File: src/rtl/sdmac_fifo_ctrl.sv
// sdmac_fifo_ctrl: bookkeeping for the 8-longword DMA FIFO.
// Tracks longword occupancy, the next-in/next-out longword pointers and the
// 2-bit byte-offset pointer. Flags are registered from the next-count so they
// move on the same edge as FIFO_CNT.
// Optional build macro FIFO_ERR_EN adds sticky OVF/UNF error outputs.
module sdmac_fifo_ctrl #(
    parameter int PTR_W = 3
) (
    input  logic             CPUCLK,
    input  logic             RESET,
    input  logic             FIFO_CLR,
    input  logic             INCFIFO,
    input  logic             DECFIFO,
    input  logic             INCNI,
    input  logic             INCNO,
    input  logic             INCBO,
    input  logic             BO_LD,
    input  logic [1:0]       BO_D,
    output logic             FIFOFULL,
    output logic             FIFOEMPTY,
    output logic             BOEQ3,
    output logic [1:0]       BO,
    output logic [PTR_W-1:0] NI_PTR,
    output logic [PTR_W-1:0] NO_PTR,
`ifdef FIFO_ERR_EN
    output logic             OVF,
    output logic             UNF,
`endif
    output logic [PTR_W:0]   FIFO_CNT
);

    localparam logic [PTR_W:0]   DEPTH_CNT = {1'b1, {PTR_W{1'b0}}};
    localparam logic [PTR_W:0]   CNT_ONE   = {{PTR_W{1'b0}}, 1'b1};
    localparam logic [PTR_W:0]   CNT_ZERO  = '0;
    localparam logic [PTR_W-1:0] PTR_ONE   = {{(PTR_W-1){1'b0}}, 1'b1};

    logic [PTR_W:0]   cnt_reg, cnt_next;
    logic [PTR_W-1:0] ni_reg, ni_next;
    logic [PTR_W-1:0] no_reg, no_next;
    logic [1:0]       bo_reg, bo_next;
    logic             full_reg, full_next;
    logic             empty_reg, empty_next;
    logic             ovf_set, unf_set;

    // Next-state for counter, pointers, byte offset and flags; flush wins
    always_comb begin
        cnt_next   = cnt_reg;
        ni_next    = ni_reg;
        no_next    = no_reg;
        bo_next    = bo_reg;
        ovf_set    = 1'b0;
        unf_set    = 1'b0;

        if (FIFO_CLR) begin
            cnt_next = CNT_ZERO;
            ni_next  = '0;
            no_next  = '0;
            bo_next  = 2'b00;
        end else begin
            // Simultaneous fill and drain cancel; illegal requests are dropped
            case ({INCFIFO, DECFIFO})
                2'b10: begin
                    if (cnt_reg != DEPTH_CNT) cnt_next = cnt_reg + CNT_ONE;
                    else                      ovf_set  = 1'b1;
                end
                2'b01: begin
                    if (cnt_reg != CNT_ZERO) cnt_next = cnt_reg - CNT_ONE;
                    else                     unf_set  = 1'b1;
                end
                default: cnt_next = cnt_reg;
            endcase

            // Pointers wrap naturally at DEPTH-1 and never look at the count
            if (INCNI) ni_next = ni_reg + PTR_ONE;
            if (INCNO) no_next = no_reg + PTR_ONE;

            // Address load beats increment when both arrive together
            if (BO_LD)      bo_next = BO_D;
            else if (INCBO) bo_next = bo_reg + 2'b01;
        end

        full_next  = (cnt_next == DEPTH_CNT);
        empty_next = (cnt_next == CNT_ZERO);
    end

    // State registers with asynchronous reset to an empty, zeroed FIFO
    always_ff @(posedge CPUCLK or posedge RESET) begin
        if (RESET) begin
            cnt_reg   <= CNT_ZERO;
            ni_reg    <= '0;
            no_reg    <= '0;
            bo_reg    <= 2'b00;
            full_reg  <= 1'b0;
            empty_reg <= 1'b1;
        end else begin
            cnt_reg   <= cnt_next;
            ni_reg    <= ni_next;
            no_reg    <= no_next;
            bo_reg    <= bo_next;
            full_reg  <= full_next;
            empty_reg <= empty_next;
        end
    end

`ifdef FIFO_ERR_EN
    logic ovf_reg, unf_reg;

    // Sticky error flags; only reset or a flush clears them
    always_ff @(posedge CPUCLK or posedge RESET) begin
        if (RESET) begin
            ovf_reg <= 1'b0;
            unf_reg <= 1'b0;
        end else if (FIFO_CLR) begin
            ovf_reg <= 1'b0;
            unf_reg <= 1'b0;
        end else begin
            ovf_reg <= ovf_reg | ovf_set;
            unf_reg <= unf_reg | unf_set;
        end
    end

    assign OVF = ovf_reg;
    assign UNF = unf_reg;
`else
    logic unused_err;
    assign unused_err = ovf_set | unf_set;
`endif

    assign FIFO_CNT  = cnt_reg;
    assign NI_PTR    = ni_reg;
    assign NO_PTR    = no_reg;
    assign BO        = bo_reg;
    assign FIFOFULL  = full_reg;
    assign FIFOEMPTY = empty_reg;
    assign BOEQ3     = (bo_reg == 2'b11);

endmodule

File: config.mk
export PLATFORM = sky130hd
export DESIGN_NAME = sdmac_fifo_ctrl
export DESIGN_NICKNAME = d
export VERILOG_FILES = /design/src/rtl/sdmac_fifo_ctrl.sv
export SDC_FILE = /design/constraint.sdc
export NUM_CORES = 1
export LEC_CHECK = 0
export ABC_AREA = 0
export ABC_CLOCK_PERIOD_IN_PS = 2360
export CAP_MARGIN = 20
export CORE_MARGIN = 2
export CORE_UTILIZATION = 38
export CTS_CLUSTER_SIZE = 28
export DETAILED_ROUTE_END_ITERATION = 7
export DONT_BUFFER_PORTS = 1
export PLACE_DENSITY = 0.51
export SLEW_MARGIN = 20
export SYNTH_ARGS = -nofsm -noshare
export SYNTH_HDL_FRONTEND = slang
export SYNTH_SLANG_ARGS = --single-unit
File: constraint.sdc
create_clock -name CPUCLK -period 2.36 [get_ports CPUCLK]
set_input_delay 0.472 -clock CPUCLK [delete_from_list [all_inputs] [get_ports CPUCLK]]
set_output_delay 0.472 -clock CPUCLK [all_outputs]
set_load 0.005 [all_outputs]
### Yosys cells after proc, flatten, opt, wreduce, memory -nomap -nowiden

Cells that the tools add are included.

| storage, ports and cells | value |
|---|---|
| flip-flop bits (word level) | 14 |
| logic and storage cells | 32 |
| bits of input ports | 11 |

| cells by class | value |
|---|---|
| $add $sub $neg | 5 |
| reduce and logical (&&, ||, !) cells | 5 |
| mux-type cells | 11 |
| equality and inequality tests | 5 |

Operator list:

| kind | count |
|---|---|
| $mux W3 | 4 |
| $mux W4 | 3 |
| $pmux W4 S2 | 1 |
| $add A3 B1 Y3 const B | 2 |
| $mux W2 | 3 |
| $add A4 B1 Y4 const B | 1 |
| $eq A2 B2 Y1 const B | 2 |
| $eq A4 B4 Y1 const B | 1 |
| $logic_not A4 Y1 | 1 |
| $ne A4 B4 Y1 const B | 1 |
| $reduce_bool A2 Y1 | 2 |
| $reduce_bool A4 Y1 | 1 |
| $sub A4 B1 Y4 const B | 1 |
| $reduce_bool A3 Y1 | 1 |
| $add A2 B1 Y2 const B | 1 |
| $eq A2 B1 Y1 const B | 1 |

### Depth between registers and ports, before layout

| depth | value |
|---|---|
| depth in word-level cells | 5 |
| mapped depth | 7 |
| mapped depth without buffers | 7 |

### Least setup slack after synthesis

Ideal clock, no wire load.

| timing path | value |
|---|---|
| kind | input to register |
| from | in INCFIFO |
| to | reg full_reg (netlist: FIFOFULL) |
| setup slack | 0.397 ns |
| buffers on the path | 1 |
| library setup time | 0.095 ns |
| data arrival time | 1.868 ns |
| stages on the path | 6 |
| cells stage by stage | inv_1 ha_1 clkbuf_2 or4b_1 a31oi_2 nor4b_2 |

| between the ends | value |
|---|---|
| longest elaborated chain between the ends | 4 |
| elaborated cells on any way between the ends | 5 |

Ends and longest elaborated chain:

| item | line | source |
|---|---|---|
| from (decl) | 12 | `input logic INCFIFO,` |
| $eq A2 B1 Y1 or $eq A2 B2 Y1 (tied branches) | n/a |  |
| $pmux W4 S2 * | 61 | `case ({INCFIFO, DECFIFO})` |
| $mux W4 * | 54 | `if (FIFO_CLR) begin` |
| net cnt_next[3] | 37 | `logic [PTR_W:0] cnt_reg, cnt_next;` |
| $eq A4 B4 Y1 * | 82 | `full_next = (cnt_next == DEPTH_CNT);` |
| net full_next | 41 | `logic full_reg, full_next;` |
| to (signal assigned) | 100 | `full_reg <= full_next;` |
| to (decl) | 41 |  |

The timed path passes the listed nets; every way through them passes the cells marked *.
A chain may end at the register's enable or synchronous reset.

### Worst setup path in the final report

| timing path | value |
|---|---|
| from | reg cnt_reg[0] (netlist: FIFO_CNT[0]) |
| to | reg full_reg (netlist: FIFOFULL) |

| between the ends | value |
|---|---|
| longest elaborated chain between the ends | 5 |
| elaborated cells on any way between the ends | 9 |

Ends and longest elaborated chain:

| item | line | source |
|---|---|---|
| from (decl) | 37 |  |
| from (signal assigned) | 96 | `cnt_reg <= cnt_next;` |
| $sub A4 B1 Y4, or another cell as far along | 67 | `if (cnt_reg != CNT_ZERO) cnt_next = cnt_reg - CNT_ONE;` |
| $mux W4, on equally long branches | 67, 63 |  |
| $pmux W4 S2 * | 61 |  |
| $mux W4 * | 54 |  |
| net cnt_next[0] | 37 |  |
| $eq A4 B4 Y1 * | 82 |  |
| net full_next | 41 |  |

Marked as above.

==> summary.txt <==
hold_ws: 0.1077 ns
Crit. End Element: flip-flop
minimum clock period: 2.117 ns
Final ANT Viol Nets: 0
Initial DRC Count: 10
Worst-path clk slew: 0.08 ns
syn_area_per_cell: 10.02 um^2
total power per unit cell area: 588.2 nW/um^2
root buffer cell: clkbuf_4
count of final hold-check violations: 0
drt pass-1 iters: 4
Final Cycle Share: 89.69%
Post-synth top cells: 14 x nor2_1, 13 x dfrtp_1, 7 x ha_1, 6 x inv_1, 6 x nand2_1
leakage: 0.4260 nW
core area: 2191 um^2
routability cong.: 0.7702
Synth async-reset ratio: 100.0%
critical setup path kind: flip-flop to flip-flop
Crit path arrival time: 2.30 ns
final slew viol count: 0
Multi-input gate area: 473.0 um^2
share of post-route cells with drive strength above 1: 15.91%
RSZ-0062 raised after global routing: false
IO Port Bufs: 0
Via density: 5.328
sequential cell area: 351.6 um^2
drt drc: 0
status: finished clean
cell count after placement: 112
full die area: 2694 um^2
n_diodes: 0
Starting Density: 39.81%
Clock Skew: 0.0005813 ns
Area growth syn-to-layout: 6.169%
Yosys cell types: 32
Max Clk Rate: 472.4 MHz
Worst Path Buf+Inv: 1
crit start category: flip-flop
most frequent cell after synthesis: nor2_1
Hold Buf Count CTS: 0
gr usage total: 13.90%
initial antenna violation count: 0
pin count of the biggest net entering global routing: 15
HP Class: input port to asynchronous set/reset pin
Max Cap Viol: 0
TNS Setup: 0 ns
fillers: 215
CTS resizes: 0
drt wl/cell: 13.76 um
Die X: 51.91 um
crit-path leading delay family: simple AND/OR/NAND/NOR gates
Slew @ Worst Pin: 0.5095 ns
Nets: 107
synth warn: 0
sequential fraction of the synthesis area: 40.32%
worst-path cell chain: inv_1, ha_1, or3b_4, a211o_1, o311ai_2, a21oi_2, nor4b_2
crit-path max FO: 7
Post-synth EDFFs: 0
Synth Flop Type: dfrtp_1
Rows: 17
TritonCTS Buffers: 3
first-pass GRT wire length: 2732 um
Worst-Skew Late Latency: 0.27 ns
final setup fails: 0
synth top area cells: dfrtp_1 37%, ha_1 10%, nor2_1 6.0%, mux2i_1 5.7%, dfstp_2 3.0%
pre-CTS setup slack: 0.2831 ns
Vias: 618
#FFs+latches synth: 14
PnR worst setup slack: 0.2432 ns
Cells after Synth: 87
boundary pin count: 26
H-tree levels: 1
CTS tree: built
syn_nets: 105
Critical Path Max Stage Delay: 0.46 ns
vias in the first global route: 568
Req. time, crit path: 2.54 ns
DP HPWL: 1222 um
Setup Fix Bufs, Post-CTS: 0
final core occ: 42.26%
grt ovf: 0
CTS max path bufs: 2
final WL: 1596 um
Slowest-stage cell, CP: dfrtp_1
relative slew slack: 66.00%
Synth top area share: 37.30%
Clock Sinks: 14
maximum VDD drop: 0.0004456 V
Layout Cells excl Fill: 116
synthesized cell area: 872.1 um^2
area leader, netlist: dfrtp_1
chip height: 51.91 um
## through the flow
step                      total power, W  area (um^2)
final                          0.0005446        925.9
after global routing           0.0005811        925.9
after CTS                      0.0005533        925.9
after detailed placement       0.0003842        889.6
after global placement         0.0003829        889.6
after floorplan                0.0003679        872.1
## power breakdown
part | internal [W] | switching (W)
combinational | 0.0000482 | 0.0000500
clock | 0.0000938 | 0.0000726
sequential | 0.000258 | 0.0000217
## sequential cells by signal (all words and copies together), names as in the netlist
register,flops
BO,2
FIFOEMPTY,1
FIFOFULL,1
NO_PTR,3
NI_PTR,3
FIFO_CNT,4
## final timing paths
kind / startpoint / endpoint / slack [ns] / depth (start not counted)
worst max-delay path: FIFO_CNT[0]$_DFF_PP0_ / FIFOFULL$_DFF_PP0_ / 0.24 / 7
worst min-delay path: RESET / NI_PTR[1]$_DFFE_PP0P_ / 0.11 / 1
worst max register to register: FIFO_CNT[0]$_DFF_PP0_ / FIFOFULL$_DFF_PP0_ / 0.24 / 7
worst min register to register: NI_PTR[2]$_DFFE_PP0P_ / NI_PTR[2]$_DFFE_PP0P_ / 0.57 / 2
max in group asynchronous: RESET / FIFOEMPTY$_DFF_PP1_ / 1.90 / 1
min in group CPUCLK: FIFO_CLR / NO_PTR[0]$_DFFE_PP0P_ / 0.25 / 1
## cell usage in the layout (no fill, tap or decap), types with 2 or more instances in the layout
| cell type | netlist | routed |
|---|---|---|
| ha_1 | 7 | 7 |
| nand3_1 | 3 | 3 |
| nand2_1 | 6 | 6 |
| nor3b_1 | 2 | 2 |
| xor2_1 | 2 | 2 |
| mux2i_1 | 5 | 5 |
| inv_1 | 6 | 6 |
| nor2_1 | 14 | 14 |
| xnor2_1 | 3 | 3 |
| clkbuf_4 | 0 | 3 |
| a21oi_1 | 4 | 4 |
| nor3_1 | 2 | 2 |
| dfrtp_1 | 13 | 13 |
## logic make-up (layout without fill, tap and decap cells)
group	after synthesis	in the layout	share of synthesized area, %
simple gates	32	32	19.94
flops	14	14	40.32
compound gates	13	13	12.20
buf+inv	10	11	5.450
fa+ha+maj	7	7	10.04
mux	6	6	7.030
xor+xnor	5	5	5.022
## layout make-up
cell class	count	share of cell area, %
multi-input cells	63	51.08
flip-flops and latches	14	37.97
repair buffers	1	0.8108
clock buffers	4	3.919
well taps	28	3.784
inverters	6	2.432
## per-layer routing
metal	routed length, um	global-route usage [%]	up-vias	part of all wire, %
li1	-	-	305	-
met1	680	17.70	292	43
met2	735	20.68	21	46
met3	180	7.759	0	11
met4	0	2.632	0	0
met5	0	0	-	0
(Power assumes the default switching activity.)
==> RTL edit (config.mk and constraints unchanged) <==
The option `FIFO_ERR_EN` is turned on by a define.
--- a/src/rtl/sdmac_fifo_ctrl.sv
+++ b/src/rtl/sdmac_fifo_ctrl.sv
@@ -4,4 +4,6 @@
 // move on the same edge as FIFO_CNT.
 // Optional build macro FIFO_ERR_EN adds sticky OVF/UNF error outputs.
+`define FIFO_ERR_EN
+
 module sdmac_fifo_ctrl #(
     parameter int PTR_W = 3
Function (old outputs only; new: OVF and UNF): kept (Yosys induction, for registers that start in step).
==> RTL edit against the unedited design <==
Sequential cell count is 2 higher. Largest power group unchanged. Wire length is 14% higher. Sequential share of layout area is 2.8 points higher. Via count is 4.0% higher. Worst hold slack better by 0.019 ns. Count of clock-buffer cells in the layout stayed put. Total power is 11% higher. Core utilization is 1.1 points higher. Setup slack worse by 0.051 ns. Synthesized cell count is 5.7% higher. Synthesized area is 7.2% higher. Cell area is 6.5% higher.
==> RTL edit: results (changes against the unedited design) <==
* Fraction of layout cells with a size suffix above 1 at 0.140 (-0.0193)
* Dpl hpwl at 1330 µm (+9.1%)
* Max FO, Critical Path at 7 (unchanged)
* Clock buffers created by TritonCTS at 3 (unchanged)
* Buffer levels on the longest clock path at 2 (unchanged)
* Largest net degree at the start of global routing at 17 (+2)
* Placeable core area at 0.00228 mm² (+3.9%)
* Count of inserted antenna diode cells at 0 (unchanged)
* Sum of routed wire length over all layers at 1810 µm (+14%)
* CP arrival at 2.39 ns (+0.09 ns)
* Final slew viol count at 0 (unchanged)
* Post-synth cell types at 32 (unchanged)
* Leakage power total at 0.481 nW (+13%)
* Proportion of power drawn by the clock network at 0.304 (-0.002)
* Antenna violations before repair at 0 (unchanged)
* Placement Cell Area at 950 µm² (+6.8%)
* Inst Count DP at 117 (+4.5%)
* Worst IR Drop VDD at 428 µV (-4.0%)
* Clk_lat worst skew at 0.29 ns (+0.02 ns)
* Placement-stage worst setup slack at 0.215 ns (-0.0678 ns)
* Main flop type after synthesis: dfrtp_1
* Depth of the worst register-to-register path at 6 (-1)
* Tot GR Track Use at 0.147 (+0.00838)
* Final GP Congestion at 0.835 (+8.4%)
* Status: completed
* Final non-filler cell total at 121 (+4.3%)
* Commonest cells in the netlist: 18 x nor2_1, 15 x dfrtp_1, 7 x a21oi_1, 7 x ha_1, 6 x inv_1
* Avg Cell Area, Syn at 10.2 µm² (+1.3%)
* Gate power share at 0.172 (-0.008)
* Clk pin slew, worst setup/hold paths at 0.10 ns (+0.02 ns)
* Worst reg-to-reg setup slack at 0.19 ns (-0.05 ns)
* Sequential share of the synthesized area at 0.430 (+0.0266)
* Switching part of the total power at 0.276 (+0.0108)
* ANT nets after route at 0 (unchanged)
* Most area-consuming cells after synthesis: dfrtp_1 40%, ha_1 9.4%, nor2_1 7.2%, mux2i_1 5.4%, a21oi_1 3.7%
* Port Buffers at 0 (unchanged)
* Via density at 5.31 (-0.25%)
* Post-CTS setup buffer count at 0 (unchanged)
* H-tree depth at 1 (unchanged)
* Relative slew slack at 0.595 (-0.0653)
* Initial DRC Count at 4 (-6)
* Global-route wire length before repair at 2970 µm (+8.8%)
* Post-cts sizing count at 0 (unchanged)
* Number of flip-flops under the largest register name at 4 (unchanged)
* Clock Skew at 0.00615 ns (+0.00557 ns)
* Slowest CP cell: dfrtp_1
* Leading cell type by number of instances after synthesis: nor2_1
* Total of warnings raised by yosys at 0 (unchanged)
* Largest incremental delay on the critical path at 0.48 ns (+0.02 ns)
* Total number of nets in the final design at 112 (+4.7%)
* Fill cell total of the finished layout at 226 (+5.1%)
* Pwr Density at 615 mW/mm² (+4.6%)
* Clk Tree Root Cell: clkbuf_4
* Category of cells accounting for the largest share of critical-path delay: simple AND/OR/NAND/NOR gates
* Detailed Routing Iterations Pass 1 at 4 (unchanged)
* Via count of the first global-routing pass at 615 (+8.3%)
RTL edit: how the worst max path moves through the flow:
stage / from / end / slack, ns / cells past startpoint
2_1_floorplan: FIFO_CNT[0] / FIFOEMPTY / 0.52 / 7
3_3_place_gp: FIFO_CNT[0] / FIFOEMPTY / 0.26 / 7
3_5_place_dp: FIFO_CNT[0] / FIFOEMPTY / 0.22 / 7
4_1_cts: FIFO_CNT[0] / FIFOEMPTY / 0.19 / 7
5_1_grt: FIFO_CNT[1] / FIFOEMPTY / 0.005 / 7
6_report: FIFO_CNT[0] / FIFOFULL / 0.19 / 6
RTL edit: cells by family (layout without fill, tap and decap cells):
logic type               Yosys count  in the layout  share of synthesized area
multiplexers                       7              7                     0.0857
AND/OR/NAND/NOR                   30             30                      0.163
flip-flops                        16             16                      0.430
XOR/XNOR                           5              5                     0.0469
AO/OA/AOI/OAI                     17             17                      0.131
buffers and inverters             10             11                     0.0495
adder cells (fa/ha/maj)            7              7                     0.0937
RTL edit: metrics by stage:
| stage | power, mW | hold WS (ns) |
|---|---|---|
| floorplan | 0.410 | 0.385 |
| global placement | 0.426 | 0.478 |
| detailed placement | 0.429 | 0.477 |
| CTS | 0.615 | 0.152 |
| global route | 0.650 | 0.168 |
| finish | 0.607 | 0.127 |
RTL edit: area by class of cell:
class / count / share of cell area
clock buffers: 4 / 0.0368
flip-flops and latches: 16 / 0.407
well taps: 28 / 0.0355
multi-input cells: 66 / 0.494
inverters: 7 / 0.0266
RTL edit: metal layers:
metal  global-route usage  vias to the layer above  part of all wire
met5                    0                        -                 0
met4               0.0128                        0                 0
met3               0.0722                        0             0.084
met2                0.235                       21              0.49
met1                0.188                      304              0.43
li1                     -                      318                 -
